## config.mk

```make
export PLATFORM = sky130hd
export DESIGN_NAME = fifo_drain_serializer
export DESIGN_NICKNAME = d
export VERILOG_FILES = /design/src/rtl/fifo_drain_serializer.sv
export SDC_FILE = /design/constraint.sdc
export NUM_CORES = 1
export LEC_CHECK = 0
export ABC_AREA = 1
export BUFFER_PORTS_ARGS = -buffer_cell sky130_fd_sc_hd__buf_4
export CORE_UTILIZATION = 52
export DETAILED_ROUTE_END_ITERATION = 16
export PLACE_DENSITY = 0.77
export RECOVER_POWER = 50
export SYNTH_ARGS = -nofsm -noshare
export SYNTH_HDL_FRONTEND = slang
export SYNTH_SLANG_ARGS = --single-unit
```

## constraint.sdc

```tcl
create_clock -name clock -period 1.5 [get_ports clock]
set_input_delay 0.15 -clock clock [delete_from_list [all_inputs] [get_ports clock]]
set_output_delay 0.15 -clock clock [all_outputs]
set_load 0.1 [all_outputs]
```

## src/rtl/fifo_drain_serializer.sv

```systemverilog
// Pops words from a fall-ahead FIFO and streams them out as SLICE-bit slices on valid/ready.
// Optional `SERIALIZER_PARITY_EN adds out_parity_o (XOR of the whole loaded word).
module fifo_drain_serializer #(
    parameter int unsigned WIDTH       = 8,
    parameter int unsigned SLICE       = 2,
    parameter int unsigned SLICE_CNT_l = 2,
    parameter bit          MSB_FIRST   = 1'b1
) (
    input  logic             clock,
    input  logic             reset,
    input  logic [WIDTH-1:0] fifo_dout_i,
    input  logic             fifo_empty_i,
    output logic             fifo_rd_o,
    output logic [SLICE-1:0] out_data_o,
    output logic             out_valid_o,
    input  logic             out_ready_i,
    output logic             out_last_o,
    output logic             busy_o,
    output logic [15:0]      words_sent_o
`ifdef SERIALIZER_PARITY_EN
    ,
    output logic             out_parity_o
`endif
);

    localparam int unsigned Ratio = WIDTH / SLICE;
    // A one-slice word still needs a legal counter vector.
    localparam int unsigned CntW = (SLICE_CNT_l > 0) ? SLICE_CNT_l : 1;
    localparam logic [CntW-1:0] CntPreLast = CntW'(Ratio - 2);

    typedef enum logic [0:0] {StIdle, StShift} state_e;

    state_e           state_q;
    logic [WIDTH-1:0] shift_q;
    logic [WIDTH-1:0] shift_next;
    logic [CntW-1:0]  cnt_q;
    logic             valid_q;
    logic             last_q;
    logic             busy_q;
    logic [15:0]      words_q;
    logic             handshake;
    logic             pop;

    assign handshake = valid_q & out_ready_i;
    assign pop = ~reset & ~fifo_empty_i &
                 ((state_q == StIdle) | ((state_q == StShift) & handshake & last_q));

    // The current slice always sits at the output end of the shift register.
    if (MSB_FIRST) begin : g_msb
        assign shift_next = shift_q << SLICE;
        assign out_data_o = shift_q[WIDTH-1 -: SLICE];
    end else begin : g_lsb
        assign shift_next = shift_q >> SLICE;
        assign out_data_o = shift_q[SLICE-1:0];
    end

`ifdef SERIALIZER_PARITY_EN
    logic parity_q;

    always_ff @(posedge clock) begin
        if (reset) begin
            parity_q <= 1'b0;
        end else if (pop) begin
            parity_q <= ^fifo_dout_i;
        end else if (handshake && last_q) begin
            parity_q <= 1'b0;
        end
    end

    assign out_parity_o = parity_q;
`endif

    always_ff @(posedge clock) begin
        if (reset) begin
            state_q <= StIdle;
            shift_q <= '0;
            cnt_q   <= '0;
            valid_q <= 1'b0;
            last_q  <= 1'b0;
            busy_q  <= 1'b0;
            words_q <= '0;
        end else begin
            if (handshake && last_q) begin
                words_q <= words_q + 16'd1;
            end
            if (pop) begin
                state_q <= StShift;
                shift_q <= fifo_dout_i;
                cnt_q   <= '0;
                valid_q <= 1'b1;
                last_q  <= (Ratio == 1);
                busy_q  <= 1'b1;
            end else if ((state_q == StShift) && handshake) begin
                if (last_q) begin
                    state_q <= StIdle;
                    shift_q <= '0;
                    cnt_q   <= '0;
                    valid_q <= 1'b0;
                    last_q  <= 1'b0;
                    busy_q  <= 1'b0;
                end else begin
                    shift_q <= shift_next;
                    cnt_q   <= cnt_q + CntW'(1);
                    last_q  <= (cnt_q == CntPreLast);
                end
            end
        end
    end

    assign fifo_rd_o    = pop;
    assign out_valid_o  = valid_q;
    assign out_last_o   = last_q;
    assign busy_o       = busy_q;
    assign words_sent_o = words_q;

    a_no_underflow_pop: assert property (@(posedge clock) disable iff (reset)
        fifo_empty_i |-> !fifo_rd_o);

    a_hold_without_handshake: assert property (@(posedge clock) disable iff (reset)
        (out_valid_o && !out_ready_i) |=>
            (out_valid_o && $stable(out_data_o) && $stable(out_last_o)));

endmodule

```

-- Word level (Yosys, flattened, before mapping)
Index checks and enable logic that the tools add are counted.
- register bits after elaboration: 28
- output and inout port bits: 22
- word-level logic and storage cells: 31
- $add $sub $neg: 2
- eq/ne operators: 1
- multiplexer cells: 8
- bitwise operators: 9
- reductions and logical operators: 6
- operator list (cell ; count):
    $mux W8 ; 3
    $add A16 B1 Y16 const B ; 1
    $and A1 B1 Y1 ; 5
    $mux W1 ; 4
    $reduce_bool A2 Y1 ; 2
    $not A1 Y1 ; 3
    $add A2 B1 Y2 const B ; 1
    $eq A2 B2 Y1 const B ; 1
    $logic_and A1 B1 Y1 ; 2
    $mux W2 ; 1
    $reduce_and A2 Y1 ; 1
    $reduce_or A2 Y1 ; 1
    $or A1 B1 Y1 ; 1

-- Logic depth before layout (Yosys ltp)
Gate-level depths: netlist of the first run.
- word-level depth: 7
- mapped depth: 8

-- Worst setup path before layout of the first run
OpenSTA, ideal clock, no wires.
- kind: reg-to-reg
- start: reg busy_o (netlist name)
- end: reg shift_q[1]
- arrival: 2452 ps
- data required time: 1430 ps
- setup slack: -1023 ps
- stages on the path, launching flop included: 7
- buffers on the path: 0
- period minus slack after synthesis: 2523 ps
- cells stage by stage: dfxtp_1 -> nand3_2 -> nand2_1 -> nand2_2 -> inv_1 -> nand2_1 -> a21oi_1
- RTL lines (what ; RTL line ; text):
    end signal: assignment ; 88 ; shift_q <= fifo_dout_i;
    end signal: assignment ; 102 ; shift_q <= shift_next;
    end: declaration ; 34 ; logic [WIDTH-1:0] shift_q;

==> flow_summary.yaml, run 1 <==
status:
  status: "finished clean"
setup_path:
  max_stage_delay_ns: 0.38
  r2r_end: "words_sent_o[9]"
  critPathArrivalTime_ns: 1.29
  cp_slowest_cell: "dfxtp_4"
  cp_max_fo: 8
  cp.buffers_inverters: 3
  critical-path-top-delay-family: "buffers and inverters"
  reg2reg_slack_ns: 0.13
  crit_chain: "buf_4 -> nand2_4 -> nand2_8 -> clkinvlp_4 -> buf_12"
  cp-end-kind: "output pin"
  required_ns: 1.35
  setup.worst_path.class: "register to output pin"
  reg2reg_depth: 10
  r2r_start: "busy_o"
  cp-start-kind: "register"
clock_network:
  clk_latency_ns: 0.32
  htree_num_levels: 1
  clock_sinks: 28
  clock_path_buffers: 2
  path_clk_slew_ns: 0.15
  cts_tree: "built"
  clockRootBuffer: "clkbuf_4"
  cts_buffers: 3
routing:
  drt_wl_total_mm: 3.04
  drc: 0
  vias_per_cell: 5.05
  drt_iter0_drc: 48
  ant_nets: 0
  firstDrtPassIters: 4
  wl_per_cell_um: 10.9
  num_vias: 1408
floorplan:
  die_x_um: 53.3
  initial_core_util: 0.553
  core_area_mm2: 0.00248
  die_h_um: 53.3
  die_area_mm2: 0.00284
  floorplan.rows: 18
  ios: 34
grt:
  grt_busiest_layer: "met2"
  grt-ovfl-total: 0
  track_usage: 0.223
  use_met3: 0.0345
  grt_use_met2: 0.344
  met1_usage: 0.324
  grt_max_degree: 19
  grt_pass1_wl_mm: 4.69
  antenna_found_initial: 0
  grt_pass1_vias: 1060
logic_synthesis:
  synth-seq-cells: 28
  netlist-cell-type-count: 20
  synth_seq_area_share: 0.410
  mappedNetlistNets: 220
  netlist_area_mm2: 0.00137
  synth_top_cell_area_share: 0.410
  synth.area.top_cells: "dfxtp_1 41%, nand2_1 11%, nor2_1 11%, a21oi_1 7.3%, inv_1 7.1%"
  avgSynthCellArea_um2: 6.64
  ys_warn_count: 0
  syn_inst: 206
  synth_top_area_cell: "dfxtp_1"
sta:
  rsz0062_at_grt: "no"
  fin_skew_ns: 0.00281
  worstMarginPinSlew_ns: 0.542
  max_slew_margin: 0.640
  post-route-period-util: 0.960
  fmax_ghz: 0.695
  setup_viol: 0
  hold_viol: 0
  period_minus_slack_ns: 1.44
  final-max-slew-violation-count: 0
final_layout:
  n_antenna_cell: 0
  area_delta_synth_final_pct: 30.4
  post-route-util: 0.721
  fillerInstances: 225
  finalNonFillerCells: 279
  layout-drive-gt1-share: 0.297
  num-nets-final: 264
hold_path:
  hold_class: "input port to register"
  hold-path-cell-count: 3
  holdPathEnd: "shift_q[0]"
  min-delay-start: "fifo_dout_i[0]"
flow_run:
  max_cap_violations: 0
place:
  portBuffers: 33
  place_hpwl_mm: 2.12
  dp.cells: 262
  gp_congestion: 0.821
pwr:
  ir_drop_mv: 0.592
  p_leak_nw: 0.781
  powerDensity_mw_per_mm2: 705
-- final cells by class --
cell class                      instances  area (um2)  area share
Tap cell                               30        37.5      0.0210
Clock inverter                          1        3.75     0.00210
Clock buffer                            3        22.5      0.0126
Sequential cell                        28         602       0.337
Multi-Input combinational cell        144         696       0.390
Inverter                               26         101      0.0568
Timing Repair Buffer                   47         323       0.181
-- layer usage --
layer  part of all wire  routed length, um  vias to the layer above
met5                  0                  0                        -
met4             0.0049                 15                        0
met3              0.058                175                        4
met2               0.47               1450                       45
met1               0.46               1410                      615
li1                   -                  -                      744
-- how the worst max path moves through the flow --
| stage | end | start | cells after the start |
|---|---|---|---|
| 6_report | fifo_rd_o | busy_o | 5 |
| 5_1_grt | words_sent_o[13] | out_last_o | 7 |
| 4_1_cts | fifo_rd_o | out_last_o | 5 |
| 3_5_place_dp | words_sent_o[11] | out_last_o | 7 |
| 3_3_place_gp | words_sent_o[11] | out_last_o | 7 |
| 2_1_floorplan | shift_q[1] | out_last_o | 6 |
-- power breakdown --
part           internal [mW]  switching [mW]
clock                 0.0975           0.216
combinational         0.0699           0.124
sequential             0.744         0.00811
-- tightest hold or removal path, cell delays in order --
cell and delay, ns:
buf_4 0.11, nand2_1 0.05, a21oi_1 0.06
-- cells in the mapped netlist, drive strengths merged --
cell,number
buf,4
nand2,43
clkbuf,4
nor3,5
o21ai,5
inv,26
and3,1
nand3,17
nor2,44
nand4,5
a21oi,20
ha,2
dfxtp,28
nor3b,1
a211oi,1
-- through the flow --
stage                     total power, mW  TNS [ns]  instance area [um2]  worst slack [ns]  hold WS, ns
after floorplan                     0.896    -0.184                 1430           -0.0953        0.235
after global placement              0.932         0                 1680             0.229        0.333
after detailed placement            0.935         0                 1680             0.198        0.337
after CTS                            1.26         0                 1770          0.000872       0.0673
after global routing                 1.32         0                 1790          0.000946       0.0769
final                                1.26         0                 1790            0.0602       0.0722
-- flip-flops by register name, indices dropped and copies added, names as in the netlist --
register	flops
busy_o	1
cnt_q	2
out_last_o	1
shift_q	8
words_sent_o	16
-- layout by cell type (no fill, tap or decap), types with 8 or more instances in the layout --
| cell type | instances |
|---|---|
| inv_1 | 25 |
| clkbuf_2 | 18 |
| buf_4 | 26 |
| dfxtp_1 | 11 |
| nand2_1 | 40 |
| dfxtp_2 | 9 |
| nand3_1 | 16 |
| a21oi_1 | 20 |
| nor2_1 | 41 |
| dfxtp_4 | 8 |
-- logic make-up after synthesis --
family / synth area share
and+or+nand+nor: 0.368
buffers and inverters: 0.107
DFF: 0.410
AOI/OAI and AO/OA: 0.0969
adders and majority gates: 0.0183
-- repair_timing --
item,CTS,global route
hold buffers,1,0
endpoints found under the setup margin,1,4
resized for setup,4,1
setup buffers,4,8
hold endpoints to repair,1,0
pin swaps,1,3
No activity file was read; power rests on OpenSTA's default activity.
==> run 2: changes to the inputs <==
- CELL_PAD_IN_SITES_DETAIL_PLACEMENT: not set -> 0
- CELL_PAD_IN_SITES_GLOBAL_PLACEMENT: not set -> 1
- CORE_UTILIZATION: 52 -> 36
==> run 2 against run 1 <==
  * Power rose by 12%
  * Combinational power fell by 5%
  * Largest power group unchanged
  * Utilization fell by 22 points
  * Highest routed layer unchanged
  * Count of clock-buffer cells in the layout rose by 1
  * First-iteration DRC count rose by 23%
==> flow_summary.yaml, run 2 (synthesis results as in run 1) <==
grt:
  use_met3: 0.0272
  antenna_found_initial: 0
  grt_max_degree: 19
  grt_busiest_layer: "met2"
  grt_use_met2: 0.274
  grt_pass1_wl_mm: 5.37
  grt-ovfl-total: 0
  track_usage: 0.169
  grt_pass1_vias: 1250
  met1_usage: 0.214
routing:
  firstDrtPassIters: 4
  ant_nets: 0
  vias_per_cell: 4.75
  drt_wl_total_mm: 3.12
  wl_per_cell_um: 10.9
  drt_iter0_drc: 59
  num_vias: 1364
  drc: 0
sta:
  final-max-slew-violation-count: 0
  fin_skew_ns: 0.00156
  post-route-period-util: 0.954
  fmax_ghz: 0.699
  max_slew_margin: 0.741
  worstMarginPinSlew_ns: 0.389
  hold-worst-slack_ns: 0.0486
  period_minus_slack_ns: 1.43
  hold_viol: 0
  setup_viol: 0
  setup_tns_ns: 0
final_layout:
  area_delta_synth_final_pct: 34.0
  largest_reg_flops: 16
  num-nets-final: 254
  final_cell_mix: "41 x nor2_1, 40 x nand2_1, 34 x buf_4"
  final_common_cell: "nor2_1"
  postLayoutCellArea_mm2: 0.00183
  post-route-util: 0.501
  n_antenna_cell: 0
  layout-drive-gt1-share: 0.276
pwr:
  pwr-share-seq: 0.534
  internal_power_mw: 1.04
  p_leak_nw: 0.775
  ir_drop_mv: 0.372
  p_total_mw: 1.41
  sw_frac_of_total: 0.259
  power_frac_comb: 0.132
  power_frac_clock: 0.334
  powerDensity_mw_per_mm2: 767
  p_switching_mw: 0.365
clock_network:
  clk_latency_ns: 0.27
  clock_sinks: 28
  clock_path_buffers: 2
  clockRootBuffer: "clkbuf_8"
  htree_num_levels: 1
  cts_hold_buffers: 0
  cts_buffers: 3
  cts_tree: "built"
  path_clk_slew_ns: 0.09
setup_path:
  critPathArrivalTime_ns: 1.28
  cp_slowest_cell: "dfxtp_4"
  cp-start-kind: "register"
  cp-end-kind: "output pin"
  setup.worst_path.class: "register to output pin"
  crit_chain: "nand3_4 -> nand2_4 -> nand2_8 -> clkinvlp_4 -> buf_12"
  cp.buffers_inverters: 2
  cp_max_fo: 16
  critical-path-top-delay-family: "flip-flops"
  required_ns: 1.35
  max_stage_delay_ns: 0.39
flow_run:
  max_cap_violations: 0
floorplan:
  die_x_um: 63.7
  initial_core_util: 0.374
  core_area_mm2: 0.00366
  floorplan.rows: 22
  die_area_mm2: 0.00405
  ios: 34
  die_h_um: 63.7
place:
  portBuffers: 33
  place_area_mm2: 0.00170
  place_hpwl_mm: 2.34
  gp_congestion: 0.741
status:
  status: "finished clean"
hold_path:
  hold_class: "input port to register"
==> run 2: cell count changes in the layout (fill, tap and decap cells not counted) <==
cell	previous run	this run
clkbuf_2	18	0
buf_4	26	34
clkbuf_4	4	0
clkbuf_8	0	4
buf_12	1	3
clkinv_1	1	0
dlygate4sd3_1	1	0
nor2_2	1	0
nor2_4	2	3
==> run 2: through the flow <==
step / instances / worst slack (ns)
after floorplan: 206 / -0.0953
after global placement: 280 / 0.206
after detailed placement: 280 / 0.166
after CTS: 286 / 0.0158
after global routing: 287 / -0.00178
final: 287 / 0.0688
==> run 2: final timing paths <==
path / startpoint / end / slack (ns) / depth (start not counted)
setup / recovery: out_last_o / fifo_rd_o / 0.07 / 5
setup reg to reg: out_last_o / words_sent_o[13] / 0.13 / 7
hold / removal: fifo_empty_i / busy_o / 0.05 / 2
hold reg to reg: words_sent_o[3] / words_sent_o[3] / 0.47 / 1
==> run 2: final cells by class <==
cell class              instances  area, um2
fillers                       390       1830
multi-input cells             144        701
flip-flops and latches         28        602
repair buffers                 37        315
inverters                      26        101
well taps                      48       60.1
clock buffers                   4       55.1
==> run 2: per-layer routing <==
metal | vias to the layer above | share of wire
met1 | 614 | 0.47
met3 | 5 | 0.033
met2 | 27 | 0.48
met5 | - | 0
li1 | 718 | -
met4 | 0 | 0.017
==> run 2: worst register-to-register path, delay by kind of cell (launching register included) <==
kind / cells / cell delay, ns
flops: 1 / 0.39
simple gates: 6 / 0.77
buf+inv: 1 / 0.15
==> run 2: power by group through the flow <==
| stage | Combinational, mW | Sequential, mW | Clock (mW) |
|---|---|---|---|
| 3_5_place_dp | 0.166 | 0.772 | 0 |
| 4_1_cts | 0.188 | 0.752 | 0.502 |
| 3_3_place_gp | 0.164 | 0.771 | 0 |
| 5_1_grt | 0.199 | 0.754 | 0.518 |
| 6_report | 0.185 | 0.752 | 0.470 |
| 2_1_floorplan | 0.112 | 0.784 | 0 |
==> run 2: repair_timing <==
item                       CTS  global route
gates resized for setup      4             2
setup buffers                2             1
setup endpoints to repair    1             4
pin swaps                    0             2
==> run 3: changes to the inputs <==
- CORE_MARGIN: not set -> 2
- PLACE_DENSITY: 0.77 -> not set
- PLACE_DENSITY_LB_ADDON: not set -> 0.08
==> run 3 against run 2 <==
  * Via count is 1.3% lower
  * Clock skew is 0.0059 ns higher
  * Largest power group unchanged
  * Flip-flop and latch count stayed put
  * Worst hold slack worse by 0.0021 ns
  * Critical path depth stayed put
  * Critical endpoint unchanged
==> flow_summary.yaml, run 3 (synthesis results as in run 1) <==
status:
  status: "finished clean"
floorplan:
  core_area_mm2: 0.00366
  initial_core_util: 0.374
  ios: 34
  die_x_um: 65.7
  floorplan.rows: 22
  die_h_um: 65.7
  die_area_mm2: 0.00431
setup_path:
  cp-start-kind: "register"
  r2r_end: "words_sent_o[10]"
  reg2reg_depth: 6
  r2r_start: "words_sent_o[1]"
  reg2reg_slack_ns: 0.13
  required_ns: 1.35
  cp_max_fo: 7
  critPathArrivalTime_ns: 1.29
  setup.worst_path.class: "register to output pin"
  cp-end-kind: "output pin"
routing:
  drt_wl_total_mm: 3.17
  firstDrtPassIters: 4
  vias_per_cell: 4.71
  wl_per_cell_um: 11.1
  drc: 0
  num_vias: 1346
  drt_iter0_drc: 84
  ant_nets: 0
clock_network:
  cts_tree: "built"
  clock_sinks: 28
  htree_num_levels: 1
  post_cts_buffers: 0
  clockRootBuffer: "clkbuf_8"
  cts_hold_buffers: 0
  cts_buffers: 3
  clk_latency_ns: 0.28
  clock_path_buffers: 2
  path_clk_slew_ns: 0.09
  cts_resized: 1
sta:
  final-max-slew-violation-count: 0
  post-route-period-util: 0.959
  setup_slack_ns: 0.0619
  worstMarginPinSlew_ns: 0.545
  fin_skew_ns: 0.00749
  fmax_ghz: 0.695
  setup_viol: 0
  hold-worst-slack_ns: 0.0465
  max_slew_margin: 0.638
  hold_viol: 0
  rsz0062_at_grt: "yes"
  period_minus_slack_ns: 1.44
  setup_tns_ns: 0
final_layout:
  final_cell_mix: "41 x nor2_1, 40 x nand2_1, 25 x inv_1"
  multiInputGateArea_um2: 682
  area_delta_synth_final_pct: 26.6
  num-nets-final: 253
  postLayoutCellArea_mm2: 0.00173
  n_antenna_cell: 0
  seqCellArea_um2: 602
  layout-drive-gt1-share: 0.269
  largest_reg_flops: 16
  final_common_cell: "nor2_1"
  fillerInstances: 408
pwr:
  powerDensity_mw_per_mm2: 781
  p_leak_nw: 0.743
  power_frac_clock: 0.316
  ir_drop_mv: 0.412
  internal_power_mw: 0.982
  sw_frac_of_total: 0.274
  power_frac_comb: 0.127
  p_switching_mw: 0.371
  pwr-share-seq: 0.557
place:
  place_area_mm2: 0.00172
  place_hpwl_mm: 2.39
  gp_congestion: 0.727
  dp_slack_ns: 0.144
  portBuffers: 33
grt:
  grt_use_met2: 0.287
  grt_busiest_layer: "met2"
  grt_max_degree: 19
  track_usage: 0.164
  antenna_found_initial: 0
  grt-ovfl-total: 0
  grt_pass1_wl_mm: 5.59
  grt_pass1_vias: 1310
  met1_usage: 0.209
  use_met3: 0.0154
hold_path:
  hold-path-cell-count: 2
  hold_class: "input port to register"
  min-delay-start: "fifo_empty_i"
  holdPathEnd: "busy_o"
flow_run:
  max_cap_violations: 0
==> run 3: through the flow <==
stage	total power [mW]	instances	utilization
after floorplan	0.896	206	-
after global placement	0.940	282	0.469
after detailed placement	0.943	282	0.469
after CTS	1.37	286	0.482
after global routing	1.42	286	0.473
final	1.35	286	0.473
==> run 3: worst max-delay path by stage <==
stage                    startpoint  depth (start not counted)          endpoint  slack (ns)
detailed placement  words_sent_o[0]                          6  words_sent_o[10]        0.14
global route        words_sent_o[1]                          6  words_sent_o[10]       -0.02
global placement    words_sent_o[1]                          6  words_sent_o[10]        0.19
floorplan                out_last_o                          6        shift_q[1]        -0.1
CTS                          busy_o                          5         fifo_rd_o        0.01
finish                       busy_o                          5         fifo_rd_o        0.06
==> run 3: layer usage <==
metal	up-vias	wire length, um
met4	0	42
met1	603	1610
li1	713	-
met2	26	1410
met3	4	110
met5	-	0
==> run 3: cell type report <==
| type | instances | share of cell area |
|---|---|---|
| Clock inverter | 1 | 0.00217 |
| Clock buffer | 3 | 0.0238 |
| Multi-Input combinational cell | 144 | 0.394 |
| Timing Repair Buffer | 36 | 0.140 |
| Sequential cell | 28 | 0.347 |
| Inverter | 26 | 0.0585 |
| Tap cell | 48 | 0.0347 |
==> run 3: power by group through the flow <==
| stage | sequential, mW | clock [mW] | combinational, mW |
|---|---|---|---|
| final | 0.754 | 0.428 | 0.172 |
| after global placement | 0.771 | 0 | 0.169 |
| after detailed placement | 0.772 | 0 | 0.171 |
| after CTS | 0.755 | 0.438 | 0.173 |
| after global routing | 0.757 | 0.476 | 0.187 |
| after floorplan | 0.784 | 0 | 0.112 |
==> run 3: critical path, cell delays in order (launching register included) <==
cell	delay, ns
dfxtp_4	0.41
nand3_4	0.12
nand2_4	0.10
nand2_4	0.09
clkinvlp_4	0.12
buf_12	0.17
